==> config.mk <==
export PLATFORM = sky130hd
export DESIGN_NAME = corelet_ctrl_flat
export DESIGN_NICKNAME = d
export VERILOG_FILES = /design/src/rtl/corelet_ctrl_if.sv /design/src/rtl/corelet_ctrl.sv /design/src/flat_wrapper.sv
export SDC_FILE = /design/constraint.sdc
export NUM_CORES = 1
export LEC_CHECK = 0
export CORE_ASPECT_RATIO = 1.4
export CORE_MARGIN = 1
export CORE_UTILIZATION = 51
export DETAILED_ROUTE_END_ITERATION = 10
export GPL_TIMING_DRIVEN = 0
export PLACE_DENSITY = 0.78
export SYNTH_ARGS = -nofsm -noshare
export SYNTH_HDL_FRONTEND = slang
export SYNTH_SLANG_ARGS = --single-unit
==> constraint.sdc <==
create_clock -name clk -period 3.4 [get_ports clk]
set_input_delay 0.51 -clock clk [delete_from_list [all_inputs] [get_ports clk]]
set_output_delay 0.51 -clock clk [all_outputs]
set_load 0.1 [all_outputs]
==> src/rtl/corelet_ctrl_if.sv <==
// Control bus between the core and the corelet tile sequencer.
// master: core side (start/tile setup, corelet status); slave: the sequencer.
interface corelet_ctrl_if #(
  parameter int len_bw  = 11,
  parameter int addr_bw = 11
);
  logic               start;
  logic [len_bw-1:0]  n_act;
  logic [addr_bw-1:0] w_base;
  logic [addr_bw-1:0] x_base;
  logic               L0_full;
  logic               ofifo_valid;
  logic [33:0]        inst;
  logic               mem_cen;
  logic [addr_bw-1:0] mem_addr;
  logic               busy;
  logic               done;

  modport master (
    output start, n_act, w_base, x_base, L0_full, ofifo_valid,
    input  inst, mem_cen, mem_addr, busy, done
  );

  modport slave (
    input  start, n_act, w_base, x_base, L0_full, ofifo_valid,
    output inst, mem_cen, mem_addr, busy, done
  );
endinterface

==> src/rtl/corelet_ctrl.sv <==
// Tile sequencer: weight load, kernel push, settle, activation stream, psum drain.
// All outputs registered; CORELET_CTRL_ACC_EN enables SFP accumulate (inst[33]) and delays done by one cycle.
module corelet_ctrl #(
  parameter int row     = 8,
  parameter int col     = 8,
  parameter int len_bw  = 11,
  parameter int addr_bw = 11
) (
  input  logic         clk,
  input  logic         reset,
  corelet_ctrl_if.slave bus
);
  typedef enum logic [2:0] {IDLE, WLOAD, WPUSH, SETTLE, EXEC, DRAIN} state_t;

  localparam logic [len_bw-1:0] ROW_N    = len_bw'(row);
  localparam logic [len_bw-1:0] SETTLE_N = len_bw'(row + col);

  state_t             state;
  logic [len_bw-1:0]  n_act_q;
  logic [addr_bw-1:0] w_base_q;
  logic [addr_bw-1:0] x_base_q;
  logic [len_bw-1:0]  rd_cnt;
  logic [len_bw-1:0]  ph_cnt;
  logic [len_bw-1:0]  occ;
  logic [len_bw-1:0]  psum_cnt;
  logic [len_bw-1:0]  occ_nx;
  logic [len_bw:0]    psum_nx;
`ifdef CORELET_CTRL_ACC_EN
  logic               fin;
`endif

  // L0 occupancy as it will stand in the next cycle, given this cycle's write/read
  assign occ_nx  = occ + len_bw'(bus.inst[2]) - len_bw'(bus.inst[3]);
  assign psum_nx = {1'b0, psum_cnt} + {{len_bw{1'b0}}, bus.ofifo_valid};

  always_ff @(posedge clk or posedge reset) begin
    if (reset) begin
      state        <= IDLE;
      n_act_q      <= '0;
      w_base_q     <= '0;
      x_base_q     <= '0;
      rd_cnt       <= '0;
      ph_cnt       <= '0;
      occ          <= '0;
      psum_cnt     <= '0;
      bus.inst     <= '0;
      bus.mem_cen  <= 1'b1;
      bus.mem_addr <= '0;
      bus.busy     <= 1'b0;
      bus.done     <= 1'b0;
`ifdef CORELET_CTRL_ACC_EN
      fin          <= 1'b0;
`endif
    end else begin
      bus.done <= 1'b0;
      case (state)
        IDLE: begin
          if (bus.start) begin
            n_act_q  <= bus.n_act;
            w_base_q <= bus.w_base;
            x_base_q <= bus.x_base;
            occ      <= '0;
            psum_cnt <= '0;
            rd_cnt   <= '0;
            bus.busy <= 1'b1;
            state    <= WLOAD;
            // First weight read goes out with the accept so its address shows in cycle 1
            if (!bus.L0_full) begin
              bus.mem_cen  <= 1'b0;
              bus.mem_addr <= bus.w_base;
              rd_cnt       <= len_bw'(1);
            end
          end
        end
        WLOAD: begin
          bus.inst[2] <= !bus.mem_cen;
          if (rd_cnt == ROW_N && bus.mem_cen) begin
            bus.inst[3:0] <= 4'b1001;
            ph_cnt        <= len_bw'(1);
            state         <= WPUSH;
          end else if (rd_cnt != ROW_N && !bus.L0_full) begin
            bus.mem_cen  <= 1'b0;
            bus.mem_addr <= w_base_q + addr_bw'(rd_cnt);
            rd_cnt       <= rd_cnt + len_bw'(1);
          end else begin
            bus.mem_cen <= 1'b1;
          end
        end
        WPUSH: begin
          if (ph_cnt == ROW_N) begin
            bus.inst[3:0] <= 4'b0000;
            ph_cnt        <= len_bw'(1);
            state         <= SETTLE;
          end else begin
            ph_cnt <= ph_cnt + len_bw'(1);
          end
        end
        SETTLE: begin
          if (ph_cnt == SETTLE_N) begin
            rd_cnt <= '0;
            if (n_act_q == '0) begin
              state <= DRAIN;
            end else begin
              state <= EXEC;
              if (!bus.L0_full) begin
                bus.mem_cen  <= 1'b0;
                bus.mem_addr <= x_base_q;
                rd_cnt       <= len_bw'(1);
              end
            end
          end else begin
            ph_cnt <= ph_cnt + len_bw'(1);
          end
        end
        EXEC: begin
          psum_cnt <= psum_nx[len_bw-1:0];
          occ      <= occ_nx;
          if (rd_cnt == n_act_q && bus.mem_cen && !bus.inst[2] && occ_nx == '0) begin
            bus.inst[3:0] <= 4'b0000;
            state         <= DRAIN;
          end else begin
            bus.inst[2] <= !bus.mem_cen;
            bus.inst[3] <= (occ_nx != '0);
            bus.inst[1] <= (occ_nx != '0);
            if (rd_cnt != n_act_q && !bus.L0_full) begin
              bus.mem_cen  <= 1'b0;
              bus.mem_addr <= x_base_q + addr_bw'(rd_cnt);
              rd_cnt       <= rd_cnt + len_bw'(1);
            end else begin
              bus.mem_cen <= 1'b1;
            end
          end
        end
        DRAIN: begin
`ifdef CORELET_CTRL_ACC_EN
          // Hold one extra cycle so the accumulate of the last psum lands before done
          if (fin) begin
            fin      <= 1'b0;
            bus.done <= 1'b1;
            bus.busy <= 1'b0;
            state    <= IDLE;
          end else begin
            psum_cnt <= psum_nx[len_bw-1:0];
            if (psum_nx >= {1'b0, n_act_q}) fin <= 1'b1;
          end
`else
          psum_cnt <= psum_nx[len_bw-1:0];
          if (psum_nx >= {1'b0, n_act_q}) begin
            bus.done <= 1'b1;
            bus.busy <= 1'b0;
            state    <= IDLE;
          end
`endif
        end
        default: state <= IDLE;
      endcase
`ifdef CORELET_CTRL_ACC_EN
      bus.inst[33] <= (state == EXEC || state == DRAIN) && bus.ofifo_valid;
`endif
    end
  end
endmodule

==> src/flat_wrapper.sv <==
// flat-port wrapper written by rule: the top's interface ports become plain ports
module corelet_ctrl_flat 
#(
  parameter int row     = 8,
  parameter int col     = 8,
  parameter int len_bw  = 11,
  parameter int addr_bw = 11
)
  (clk, reset, bus_start, bus_n_act, bus_w_base, bus_x_base, bus_L0_full, bus_ofifo_valid, bus_inst, bus_mem_cen, bus_mem_addr, bus_busy, bus_done);
  corelet_ctrl_if #(.len_bw(len_bw), .addr_bw(addr_bw)) bus_i ();
  input  logic clk;
  input  logic reset;
  input wire logic [$bits(bus_i.start)-1:0] bus_start;
  input wire logic [$bits(bus_i.n_act)-1:0] bus_n_act;
  input wire logic [$bits(bus_i.w_base)-1:0] bus_w_base;
  input wire logic [$bits(bus_i.x_base)-1:0] bus_x_base;
  input wire logic [$bits(bus_i.L0_full)-1:0] bus_L0_full;
  input wire logic [$bits(bus_i.ofifo_valid)-1:0] bus_ofifo_valid;
  output wire logic [$bits(bus_i.inst)-1:0] bus_inst;
  output wire logic [$bits(bus_i.mem_cen)-1:0] bus_mem_cen;
  output wire logic [$bits(bus_i.mem_addr)-1:0] bus_mem_addr;
  output wire logic [$bits(bus_i.busy)-1:0] bus_busy;
  output wire logic [$bits(bus_i.done)-1:0] bus_done;
  assign bus_i.start = bus_start;
  assign bus_i.n_act = bus_n_act;
  assign bus_i.w_base = bus_w_base;
  assign bus_i.x_base = bus_x_base;
  assign bus_i.L0_full = bus_L0_full;
  assign bus_i.ofifo_valid = bus_ofifo_valid;
  assign bus_inst = bus_i.inst;
  assign bus_mem_cen = bus_i.mem_cen;
  assign bus_mem_addr = bus_i.mem_addr;
  assign bus_busy = bus_i.busy;
  assign bus_done = bus_i.done;
  corelet_ctrl #(.row(row), .col(col), .len_bw(len_bw), .addr_bw(addr_bw)) u_core (.clk(clk), .reset(reset), .bus(bus_i));
endmodule
==> reports/qor.csv <==
stage,metric,value,unit
yosys,async set-reset flop share out of synthesis,1.00,
setup_path,R2R setup slack,0.15,ns
place,GPL Wtd Cong,0.930,
floorplan,Die W,97.6,um
setup_path,WP data required,3.69,ns
layout,most frequent cells in the layout,"nand2_1, dfrtp_1, clkdlybuf4s50_1",
place,half-perimeter wire length after detailed placement,11300,um
timing,Final WS setup,0.147,ns
floorplan,Initial Util,0.527,
yosys,Synth Flop Type,dfrtp_1,
power_and_ir_drop,combinational power share,0.611,
power_and_ir_drop,pwr/cell area,1050,mW/mm^2
clock_network,clock root cell,clkbuf_16,
detailed_routing,TritonRoute pass-1 iters,5,
yosys,Synth Instances,747,
global_route,initial antenna violation count,0,
timing,Final setup viols,0,
setup_path,crit end category,register,
layout,area growth from synthesis to layout,19.7,%
setup_path,CP Class,register to register,
clock_network,Sink Count,98,
yosys,Yosys reg bits,98,
yosys,Syn Area/Cell,8.73,um^2
floorplan,die area,0.0133,mm^2
timing,fmax,307,MHz
timing,Clock Skew,0.00779,ns
floorplan,Core Region,0.0124,mm^2
yosys,post-synth top area cell,dfrtp_1,
detailed_routing,DRT antenna net count,0,
timing,fin. max-slew vios,0,
hold_path,worst hold path type,register to register,
power_and_ir_drop,P_int,4.19,mW
place,dpl ws,-0.641,ns
layout,"commonest non-fill, non-tap cell in the layout",nand2_1,
yosys,register area share after synthesis,0.376,
yosys,Cell variety after synth,71,
setup_path,Worst setup SP type,register,
layout,layout net count,918,
detailed_routing,via density per instance,5.74,
power_and_ir_drop,static leakage,3.55,nW
power_and_ir_drop,Net Sw Power,4.05,mW
floorplan,I/O pin cnt,86,
job,Max Cap Viol,0,
yosys,share of the synthesized area in the top cell type,0.372,
timing,final period utilization,0.957,
yosys,yosys warns,30,
yosys,cell area after synthesis,0.00653,mm^2
clock_network,Num CTS Buffers,9,
layout,Layout fillers,1051,
floorplan,die outline height,136,um
layout,layout cells sized above 1,0.117,
yosys,number of synthesized flops with an enable pin,0,
clock_network,H-tree levels,3,
global_route,Total Routing Usage GR,0.238,
timing,fin crit period,3.25,ns
detailed_routing,final routed DRC violation total,0,
global_route,number of global-route vias before repair,5372,
run_status,status,completed,
clock_network,"Hold-fix buffers, CTS",0,
clock_network,Worst-Skew Late Latency,0.35,ns
clock_network,CTS tree,yes,
clock_network,Worst-path clk slew,0.07,ns
global_route,grt total ovfl,0,
timing,Slew Limit Headroom,0.341,
layout,final non-filler cell total,995,
power_and_ir_drop,"IR drop worst, VDD",0.601,mV
place,port bufs,55,
floorplan,# rows,48,
place,Post-Place Cells,982,
global_route,first-pass GRT wire length,25300,um
power_and_ir_drop,Sw Share,0.491,
layout,Antenna diodes,0,
yosys,synth top area cells,"dfrtp_1, ha_1, nand2_1, o21ai_0, mux2_2",
detailed_routing,final wirelength,15500,um
timing,Hold Fails Final Rpt,0,
timing,Slew @ Worst Pin,0.985,ns
setup_path,RR Startpoint,u_core.bus.inst[2]$_DFFE_PP0P_,
detailed_routing,1st-iter DRT viols,336,
detailed_routing,vias post-DR,5715,
layout,Storage cell area,0.00246,mm^2
power_and_ir_drop,Seq pwr share,0.244,
detailed_routing,WL per Instance,15.6,um
setup_path,Critical Path AT,3.54,ns
global_route,largest net degree at the start of global routing,70,
setup_path,crit path from,u_core.bus.inst[2]$_DFFE_PP0P_,
layout,area occupied by multi-input gates,0.00373,mm^2
setup_path,worst-path fanout max,4,
hold_path,Hold Crit Start,u_core.bus.busy$_DFFE_PP0P_,
power_and_ir_drop,clock share of power,0.145,
clock_network,clock buffer depth,2,
## synthesized netlist by cell type, drive strengths merged, types with 5 or more instances
master    n
a21oi    16
dfrtp    97
a31oi     9
o31ai    14
nor2b    10
nand2b    8
nor3     14
buf      35
and3      8
a21o     13
mux2i     5
clkbuf   27
nor4      6
a221oi    8
ha       38
nand3    19
o22ai     8
o21ai    83
nand4     6
o21a      6
and2      6
xnor2    14
nand2   109
xor2     18
mux2     27
or4       5
nor2     39
inv      43
## power by group through the flow
stage	clock (mW)	sequential [mW]	combinational, mW
6_report	1.19	2.01	5.03
5_1_grt	1.24	2.07	5.48
4_1_cts	1.20	1.99	4.95
3_5_place_dp	0	2.00	4.89
3_3_place_gp	0	1.99	4.79
2_1_floorplan	0	2.59	3.17
## kinds of logic after synthesis
logic type / Yosys count / share of synthesized area
compound gates: 193 / 0.191
buf+inv: 105 / 0.0779
simple gates: 246 / 0.178
other cells: 1 / 0.000575
mux: 32 / 0.0543
flops: 98 / 0.376
xor+xnor: 32 / 0.0430
fa+ha+maj: 40 / 0.0790
## stage by stage
step	TNS (ns)	total power [mW]	util	hold WS [ns]	cell area [um^2]
final	0	8.24	0.631	0.473	7810
after global routing	-0.00917	8.79	0.631	0.503	7810
after CTS	0	8.14	0.628	0.480	7770
after detailed placement	-3.50	6.89	0.599	0.465	7400
after global placement	-119.80	6.78	0.596	0.462	7370
after floorplan	0	5.76	-	0.480	6640
## critical path, stage by stage (launching register included)
cell       delay, ns
dfrtp_2         0.44
inv_1           0.11
ha_1            0.24
inv_1           0.05
ha_1            0.20
fa_1            0.29
a211oi_2        0.11
o211a_1         0.28
or3b_1          0.42
a2111oi_4       0.39
nand4_1         0.23
o31ai_1         0.26
a2bb2o_1        0.16
## flip-flops by register name (all words and copies together) (netlist names)
signal,cells
u_core.bus.busy,1
u_core.bus.done,1
u_core.bus.inst,4
u_core.bus.mem_addr,11
u_core.bus.mem_cen,1
u_core.n_act_q,11
u_core.occ,11
u_core.ph_cnt,11
u_core.psum_cnt,11
u_core.rd_cnt,11
u_core.state,3
u_core.w_base_q,11
u_core.x_base_q,11
## final timing paths
| check | to | cells past startpoint |
|---|---|---|
| worst max-delay path | u_core.state[0]$_DFFE_PP0P_ | 12 |
| worst min-delay path | u_core.bus.busy$_DFFE_PP0P_ | 1 |
| worst max register to register | u_core.state[0]$_DFFE_PP0P_ | 12 |
| worst min register to register | u_core.bus.busy$_DFFE_PP0P_ | 1 |
| max in group asynchronous | u_core.bus.mem_cen$_DFFE_PP1P_ | 3 |
| min in group asynchronous | u_core.x_base_q[3]$_DFFE_PP0P_ | 2 |
## layout make-up
cell class / instances / share of cell area
Buffer: 59 / 0.0447
Clock buffer: 12 / 0.0316
Clock inverter: 4 / 0.0127
Inverter: 43 / 0.0210
Multi-Input combinational cell: 573 / 0.477
Sequential cell: 98 / 0.315
Tap cell: 150 / 0.0240
Timing Repair Buffer: 56 / 0.0740
## metal layers
metal / track usage / vias to the layer above / routed length (um)
met1: 0.302 / 2714 / 6830
met3: 0.0319 / 43 / 653
met2: 0.407 / 186 / 7510
met5: 0 / - / 0
li1: - / 2772 / -
met4: 0.101 / 0 / 488
## repair_timing
action                     in CTS  in global routing
pin swaps                       0                  2
setup endpoints to repair      11                 11
setup buffers                   0                  0
gates resized for setup        11                 15
(Power assumes the default switching activity.)
